### src/rtl/smg_scan_ctrl.sv
`default_nettype none
// ============================================================================
//  Module   : smg_scan_ctrl
//  Purpose  : Multiplexed seven-segment scan controller with register port,
//             hex/raw decode, 16-level PWM brightness, blank mask and
//             frame-synchronous double buffering of display registers.
//  Options  : SMG_BLINK_EN - adds per-digit blink mask and frame-based blink.
//  Revision : 1.0 - initial release
// ============================================================================
module smg_scan_ctrl #(
  parameter int NUM_DIGITS      = 6,
  parameter int SUB_DIV         = 1024,
  parameter int AW              = 5,
  parameter bit SEG_ACTIVE_LOW  = 1'b1,
  parameter bit SCAN_ACTIVE_LOW = 1'b1,
  parameter int BLINK_FRAMES    = 64
) (
  input  logic                  S_AXI_ACLK,
  input  logic                  S_AXI_ARESET,
  input  logic                  wr_en,
  input  logic [AW-1:0]         wr_addr,
  input  logic [31:0]           wr_data,
  input  logic                  rd_en,
  input  logic [AW-1:0]         rd_addr,
  output logic [31:0]           rd_data,
  output logic                  rd_valid,
  output logic [7:0]            SMG_Data,
  output logic [NUM_DIGITS-1:0] Scan_Sig,
  output logic                  frame_tick
);

  localparam int PW = $clog2(16 * SUB_DIV);
  localparam int DW = (NUM_DIGITS > 1) ? $clog2(NUM_DIGITS) : 1;
  localparam logic [PW-1:0] PCNT_LAST = PW'(16 * SUB_DIV - 1);
  localparam logic [DW-1:0] DIG_LAST  = DW'(NUM_DIGITS - 1);
  localparam logic [7:0] SEG_OFF = SEG_ACTIVE_LOW ? 8'hFF : 8'h00;
  localparam logic [NUM_DIGITS-1:0] SCAN_OFF = SCAN_ACTIVE_LOW ? '1 : '0;
  localparam logic [0:0] ST_OFF  = 1'b0;
  localparam logic [0:0] ST_SCAN = 1'b1;

  logic [0:0]            state_q, state_d;
  logic                  raw_q;
  logic [3:0]            bright_q;
  logic [NUM_DIGITS-1:0] blank_sh_q, blank_act_q;
  logic [7:0]            digit_sh_q  [NUM_DIGITS];
  logic [7:0]            digit_act_q [NUM_DIGITS];
  logic                  pending_q;
  logic [PW-1:0]         pcnt_q;
  logic [DW-1:0]         dig_q;
  logic                  ft_q;

  logic                  w_wr_ctrl, w_wr_blank, w_wr_shadow;
  logic [NUM_DIGITS-1:0] w_wr_digit;
  logic                  w_run, w_lit, w_frame_end, w_commit, w_track;
  logic                  w_blink_dark;
  logic [3:0]            w_sub;
  logic [7:0]            w_cur, w_seg;
  logic [31:0]           w_rdata;
  logic                  w_unused_wr;

  assign w_unused_wr = ^wr_data;
  assign w_track     = (state_q == ST_OFF);
  assign w_commit    = ft_q && pending_q;

  function automatic logic [6:0] hex7(input logic [3:0] v);
    logic [6:0] r;
    case (v)
      4'h0: r = 7'h3F;  4'h1: r = 7'h06;  4'h2: r = 7'h5B;  4'h3: r = 7'h4F;
      4'h4: r = 7'h66;  4'h5: r = 7'h6D;  4'h6: r = 7'h7D;  4'h7: r = 7'h07;
      4'h8: r = 7'h7F;  4'h9: r = 7'h6F;  4'hA: r = 7'h77;  4'hB: r = 7'h7C;
      4'hC: r = 7'h39;  4'hD: r = 7'h5E;  4'hE: r = 7'h79;  default: r = 7'h71;
    endcase
    return r;
  endfunction

`ifdef SMG_BLINK_EN
  localparam int FW = (BLINK_FRAMES > 1) ? $clog2(BLINK_FRAMES) : 1;
  logic [NUM_DIGITS-1:0] blink_sh_q, blink_act_q;
  logic [FW-1:0]         fcnt_q;
  logic                  phase_q;
  logic                  w_wr_blink;

  assign w_wr_blink   = wr_en && (wr_addr == AW'(2));
  assign w_blink_dark = phase_q && blink_act_q[dig_q];

  // Blink mask shadow/active copies follow the same commit rules as BLANK
  always_ff @(posedge S_AXI_ACLK) begin
    if (S_AXI_ARESET) begin
      blink_sh_q  <= '0;
      blink_act_q <= '0;
    end else begin
      if (w_wr_blink) blink_sh_q <= wr_data[NUM_DIGITS-1:0];
      if (w_track || w_commit) blink_act_q <= blink_sh_q;
    end
  end

  // Frame counter toggles blink phase every BLINK_FRAMES frames; idle when off
  always_ff @(posedge S_AXI_ACLK) begin
    if (S_AXI_ARESET || !w_run) begin
      fcnt_q  <= '0;
      phase_q <= 1'b0;
    end else if (w_frame_end) begin
      if (fcnt_q == FW'(BLINK_FRAMES - 1)) begin
        fcnt_q  <= '0;
        phase_q <= ~phase_q;
      end else begin
        fcnt_q <= fcnt_q + 1'b1;
      end
    end
  end
`else
  logic [31:0] w_unused_cfg;
  assign w_unused_cfg = 32'(BLINK_FRAMES);
  assign w_blink_dark = 1'b0;
`endif

  // Write address decode; any shadow write marks the display as pending
  always_comb begin
    w_wr_ctrl  = wr_en && (wr_addr == AW'(0));
    w_wr_blank = wr_en && (wr_addr == AW'(1));
    for (int i = 0; i < NUM_DIGITS; i++) begin
      w_wr_digit[i] = wr_en && (wr_addr == AW'(4 + i));
    end
    w_wr_shadow = w_wr_blank || (|w_wr_digit);
`ifdef SMG_BLINK_EN
    w_wr_shadow = w_wr_shadow || w_wr_blink;
`endif
  end

  // FSM state register: OFF while disabled, SCAN while enabled
  always_ff @(posedge S_AXI_ACLK) begin
    if (S_AXI_ARESET) state_q <= ST_OFF;
    else              state_q <= state_d;
  end

  // FSM next state: the CTRL enable bit is the only transition source
  always_comb begin
    state_d = state_q;
    if (w_wr_ctrl) state_d = wr_data[0] ? ST_SCAN : ST_OFF;
  end

  // FSM outputs: sub-phase, lit decision, segment pattern, frame end
  always_comb begin
    w_run       = (state_q == ST_SCAN) && (state_d == ST_SCAN);
    w_sub       = 4'(pcnt_q / PW'(SUB_DIV));
    w_cur       = digit_act_q[dig_q];
    w_seg       = raw_q ? w_cur : {w_cur[7], hex7(w_cur[3:0])};
    // sub-phase 0 stays dark so the digit switch never ghosts
    w_lit       = w_run && (w_sub != 4'd0) && (w_sub <= bright_q) &&
                  !blank_act_q[dig_q] && !w_blink_dark;
    w_frame_end = w_run && (pcnt_q == PCNT_LAST) && (dig_q == DIG_LAST);
  end

  // Control fields other than enable (enable lives in the FSM state)
  always_ff @(posedge S_AXI_ACLK) begin
    if (S_AXI_ARESET) begin
      raw_q    <= 1'b0;
      bright_q <= 4'hF;
    end else if (w_wr_ctrl) begin
      raw_q    <= wr_data[1];
      bright_q <= wr_data[7:4];
    end
  end

  // Shadow registers, frame-synchronous copy to active, pending flag
  always_ff @(posedge S_AXI_ACLK) begin
    if (S_AXI_ARESET) begin
      blank_sh_q  <= '0;
      blank_act_q <= '0;
      pending_q   <= 1'b0;
      for (int i = 0; i < NUM_DIGITS; i++) begin
        digit_sh_q[i]  <= 8'h00;
        digit_act_q[i] <= 8'h00;
      end
    end else begin
      if (w_wr_blank) blank_sh_q <= wr_data[NUM_DIGITS-1:0];
      for (int i = 0; i < NUM_DIGITS; i++) begin
        if (w_wr_digit[i]) digit_sh_q[i] <= wr_data[7:0];
      end
      // active copies the pre-write shadow, so a commit-cycle write waits a frame
      if (w_track || w_commit) begin
        blank_act_q <= blank_sh_q;
        for (int i = 0; i < NUM_DIGITS; i++) digit_act_q[i] <= digit_sh_q[i];
      end
      if (w_track)          pending_q <= 1'b0;
      else if (w_wr_shadow) pending_q <= 1'b1;
      else if (w_commit)    pending_q <= 1'b0;
    end
  end

  // Slot counter and digit index; cleared whenever the scan is not running
  always_ff @(posedge S_AXI_ACLK) begin
    if (S_AXI_ARESET || !w_run) begin
      pcnt_q <= '0;
      dig_q  <= '0;
    end else if (pcnt_q == PCNT_LAST) begin
      pcnt_q <= '0;
      dig_q  <= (dig_q == DIG_LAST) ? '0 : dig_q + 1'b1;
    end else begin
      pcnt_q <= pcnt_q + 1'b1;
    end
  end

  // Registered pins: one clock behind the counters, polarity applied here
  always_ff @(posedge S_AXI_ACLK) begin
    if (S_AXI_ARESET) begin
      SMG_Data   <= SEG_OFF;
      Scan_Sig   <= SCAN_OFF;
      ft_q       <= 1'b0;
    end else begin
      SMG_Data   <= w_lit ? (w_seg ^ SEG_OFF) : SEG_OFF;
      Scan_Sig   <= w_lit ? ((NUM_DIGITS'(1) << dig_q) ^ SCAN_OFF) : SCAN_OFF;
      ft_q       <= w_frame_end;
    end
  end

  assign frame_tick = ft_q;

  // Read mux always reflects shadow state; unmapped addresses read zero
  always_comb begin
    w_rdata = '0;
    if (rd_addr == AW'(0)) w_rdata = {24'd0, bright_q, 2'b00, raw_q, state_q == ST_SCAN};
    if (rd_addr == AW'(1)) w_rdata[NUM_DIGITS-1:0] = blank_sh_q;
`ifdef SMG_BLINK_EN
    if (rd_addr == AW'(2)) w_rdata[NUM_DIGITS-1:0] = blink_sh_q;
`endif
    if (rd_addr == AW'(3)) w_rdata = {20'd0, 4'(dig_q), 7'd0, pending_q && (state_q == ST_SCAN)};
    for (int i = 0; i < NUM_DIGITS; i++) begin
      if (rd_addr == AW'(4 + i)) w_rdata[7:0] = digit_sh_q[i];
    end
  end

  // Read response register: data and valid one clock after the strobe
  always_ff @(posedge S_AXI_ACLK) begin
    if (S_AXI_ARESET) begin
      rd_data  <= '0;
      rd_valid <= 1'b0;
    end else begin
      rd_data  <= rd_en ? w_rdata : 32'd0;
      rd_valid <= rd_en;
    end
  end

endmodule
`default_nettype wire

### config.mk
export PLATFORM = sky130hd
export DESIGN_NAME = smg_scan_ctrl
export DESIGN_NICKNAME = d
export VERILOG_FILES = /design/src/rtl/smg_scan_ctrl.sv
export SDC_FILE = /design/constraint.sdc
export NUM_CORES = 1
export LEC_CHECK = 0
export ABC_AREA = 1
export BUFFER_PORTS_ARGS = -buffer_cell sky130_fd_sc_hd__buf_2
export CAP_MARGIN = 20
export CORE_MARGIN = 2
export CORE_UTILIZATION = 39
export CTS_BUF_LIST = sky130_fd_sc_hd__clkbuf_8
export CTS_CLUSTER_DIAMETER = 40
export DETAILED_ROUTE_END_ITERATION = 7
export GPL_TIMING_DRIVEN = 0
export PLACE_DENSITY = 0.61
export RECOVER_POWER = 50
export SKIP_CTS_REPAIR_TIMING = 1
export SLEW_MARGIN = 20
export SYNTH_ARGS = -nofsm -noshare
export SYNTH_HDL_FRONTEND = slang
export SYNTH_SLANG_ARGS = --single-unit
### constraint.sdc
create_clock -name S_AXI_ACLK -period 2.3 [get_ports S_AXI_ACLK]
set_clock_uncertainty 0.05 [all_clocks]
set_input_delay 0.115 -clock S_AXI_ACLK [delete_from_list [all_inputs] [get_ports S_AXI_ACLK]]
set_output_delay 0.115 -clock S_AXI_ACLK [all_outputs]
set_load 0.05 [all_outputs]
==> qor.csv <==
metric,value,unit
initial antenna violation count,0,
dpl hpwl,13.86,mm
row cnt,50,
Reg2Reg Depth,14,
antenna cell count,0,
Slew @ Worst Pin,1221,ps
initial core utilization,40.12,%
setup slack at placement,283.1,ps
Total Routing Usage GR,18.52,%
PortBufs,46,
Yosys reg bits,162,
Min-Delay Path Depth,4,
chip height,143.4,µm
Setup crit end kind,flip-flop,
Fin Hold WS,9.967,ps
Post-Syn Area,0.007580,mm²
grt ovf,0,
Worst Hold Class,primary input to flip-flop,
yosys warns,0,
total power,0.005976,W
"commonest non-fill, non-tap cell in the layout",nor2_1,
f_max,0.5060,GHz
endpoints failing setup,0,
"Reg clk slew, reported paths",90,ps
layout cells sized above 1,11.88,%
Max Cap Viol,0,
width of the die,143.4,µm
fin worst setup slack,323.6,ps
Slowest Stage Delay on Critical Path,330,ps
status,completed,
largest net degree at the start of global routing,51,
CP Buf/Inv Count,5,
pwr/cell area,692.3,mW/mm²
Clock Latency Late Sink,460,ps
fin crit period,1976,ps
Avg Inst Size Synth,8.584,µm²
Rel. slew slack,17.76,%
number of vias per cell,4.616,
CTS tree,done,
Routed WL per cell,14.64,µm
Core Area,0.01889,mm²
I/O pins,94,
post-synth cell types,39,
number of global-route vias before repair,5346,
WS Path Type,flip-flop to flip-flop,
crit start category,flip-flop,
drt pass-1 iters,5,
worst vdd ir,345.6,µV
"Max stage delay cell, worst path",dfxtp_1,
most frequent cells in the layout,"nor2_1 (176), nand2_1 (157), inv_1 (117)",
H-tree levels,4,
Finished Cell Area,0.008632,mm²
first-pass GRT wire length,28.65,mm
RSZ-0062 raised after global routing,no,
CTS sink cnt,162,
Setup TNS Final,0,ps
Critical Path Stages,14,
fin. max-slew vios,0,
"Cell Area, Placed",0.008213,mm²
via count,5747,
GP Congestion,0.9439,
Inserted Clock Buffers,17,
Root Driver,clkbuf_8,
final net count,1029,
CP dominant cell by count,nand2_1,
CP required,2600,ps
Post-Synthesis Cells,883,
crit-path cells,buf_6 -> inv_4 -> buf_6 -> nand2_1 -> nand3_1 -> nand2_1 -> nand2_1 -> nand2_1 -> inv_1 -> ha_1 -> inv_1 -> nand2_1 -> nand3_1 -> nand3_1,
Worst EP arrival,2280,ps
DRT antenna net count,0,
Die ar.,0.02057,mm²
"Seq/Total Area, Yosys",55.46,%
Leak,3.763,nW
Final Hold Vio Count,0,
DRT iter0 DRCs,418,
CP max FO,10,
Syn-to-layout area delta,13.88,%
Crit path max-delay family,simple AND/OR/NAND/NOR gates,
clk buf depth,2,
DRC viols,0,
final WL,18.23,mm
Tcrit/Tclk final,85.93,%
-- report_power, final --
group          internal [W]  leakage [nW]  switching [W]
logic              0.000117          2.00       0.000330
registers           0.00318          1.55      0.0000467
clock network       0.00120         0.221        0.00111
total               0.00449          3.76        0.00149
-- per-stage QoR --
| stage | cells | util (%) |
|---|---|---|
| floorplan | 903 | - |
| global placement | 1209 | 43.47 |
| detailed placement | 1209 | 43.47 |
| CTS | 1241 | 45.78 |
| global route | 1245 | 45.69 |
| finish | 1245 | 45.69 |
-- worst register-to-register path: stages, from the launching register on --
cell	delay [ps]
dfxtp_1	330
buf_6	160
inv_4	50
buf_6	140
nand2_1	60
nand3_1	60
nand2_1	120
nand2_1	70
nand2_1	170
inv_1	130
ha_1	220
inv_1	60
nand2_1	80
nand3_1	110
nand3_1	70
-- registers in the layout (all words and copies together) (netlist names), 3 cells and up, named ones only --
register and flops:
blank_sh_q 6, pcnt_q 14, blank_act_q 6, Scan_Sig 6
digit_act_q 48, dig_q 3, SMG_Data 8, rd_data 11
bright_q 4, digit_sh_q 48
-- area by class of cell --
| cell class | instances | area [µm²] |
|---|---|---|
| Tap cell | 260 | 325.3 |
| Timing Repair Buffer | 50 | 234.0 |
| Multi-Input combinational cell | 571 | 2654 |
| Clock buffer | 17 | 234.0 |
| Buffer | 45 | 306.5 |
| Clock inverter | 15 | 202.7 |
| Fill cell | 1915 | 10260 |
| Inverter | 125 | 471.7 |
| Sequential cell | 162 | 4204 |
-- final timing paths --
path,from,to,slack (ps)
setup reg to reg,flip-flop,SMG_Data[6],320
setup / recovery,flip-flop,SMG_Data[6],320
hold / removal,wr_addr[2],pending_q,10
hold reg to reg,pcnt_q[0],pcnt_q[0],410
-- cell families after synthesis --
| logic type | count (synthesis) | share of synthesized area (%) |
|---|---|---|
| compound gates | 90 | 6.289 |
| xor+xnor | 5 | 0.5779 |
| buf+inv | 170 | 10.32 |
| other cells | 1 | 0.04947 |
| simple gates | 444 | 25.49 |
| fa+ha+maj | 11 | 1.816 |
| flops | 162 | 55.46 |
-- metal layers --
metal	global-route usage (%)	routed length, µm	vias up
met3	3.899	1009	29
met4	6.760	474	0
met1	25.05	8416	2567
li1	-	-	2969
met5	0	0	-
met2	29.42	8331	182
-- Yosys cell counts, drive strengths merged --
master / n / area [µm²]
or2: 4 / 25.03
conb: 1 / 3.750
clkbuf: 5 / 18.77
a21oi: 33 / 165.2
o21bai: 1 / 7.510
xnor2: 2 / 17.52
ha: 11 / 137.6
dfxtp: 66 / 1321
o221ai: 1 / 8.760
nor3: 9 / 55.05
nor3b: 1 / 7.510
o211ai: 5 / 37.54
a31oi: 1 / 6.260
nor2: 189 / 795.8
nand2: 164 / 638.1
edfxtp: 96 / 2883
nand4: 12 / 75.07
xor2: 3 / 26.28
nand3: 65 / 335.3
inv: 125 / 471.7
o22ai: 2 / 12.51
o21ai: 47 / 239.0
buf: 40 / 291.5
No activity file was read; power rests on OpenSTA's default activity.
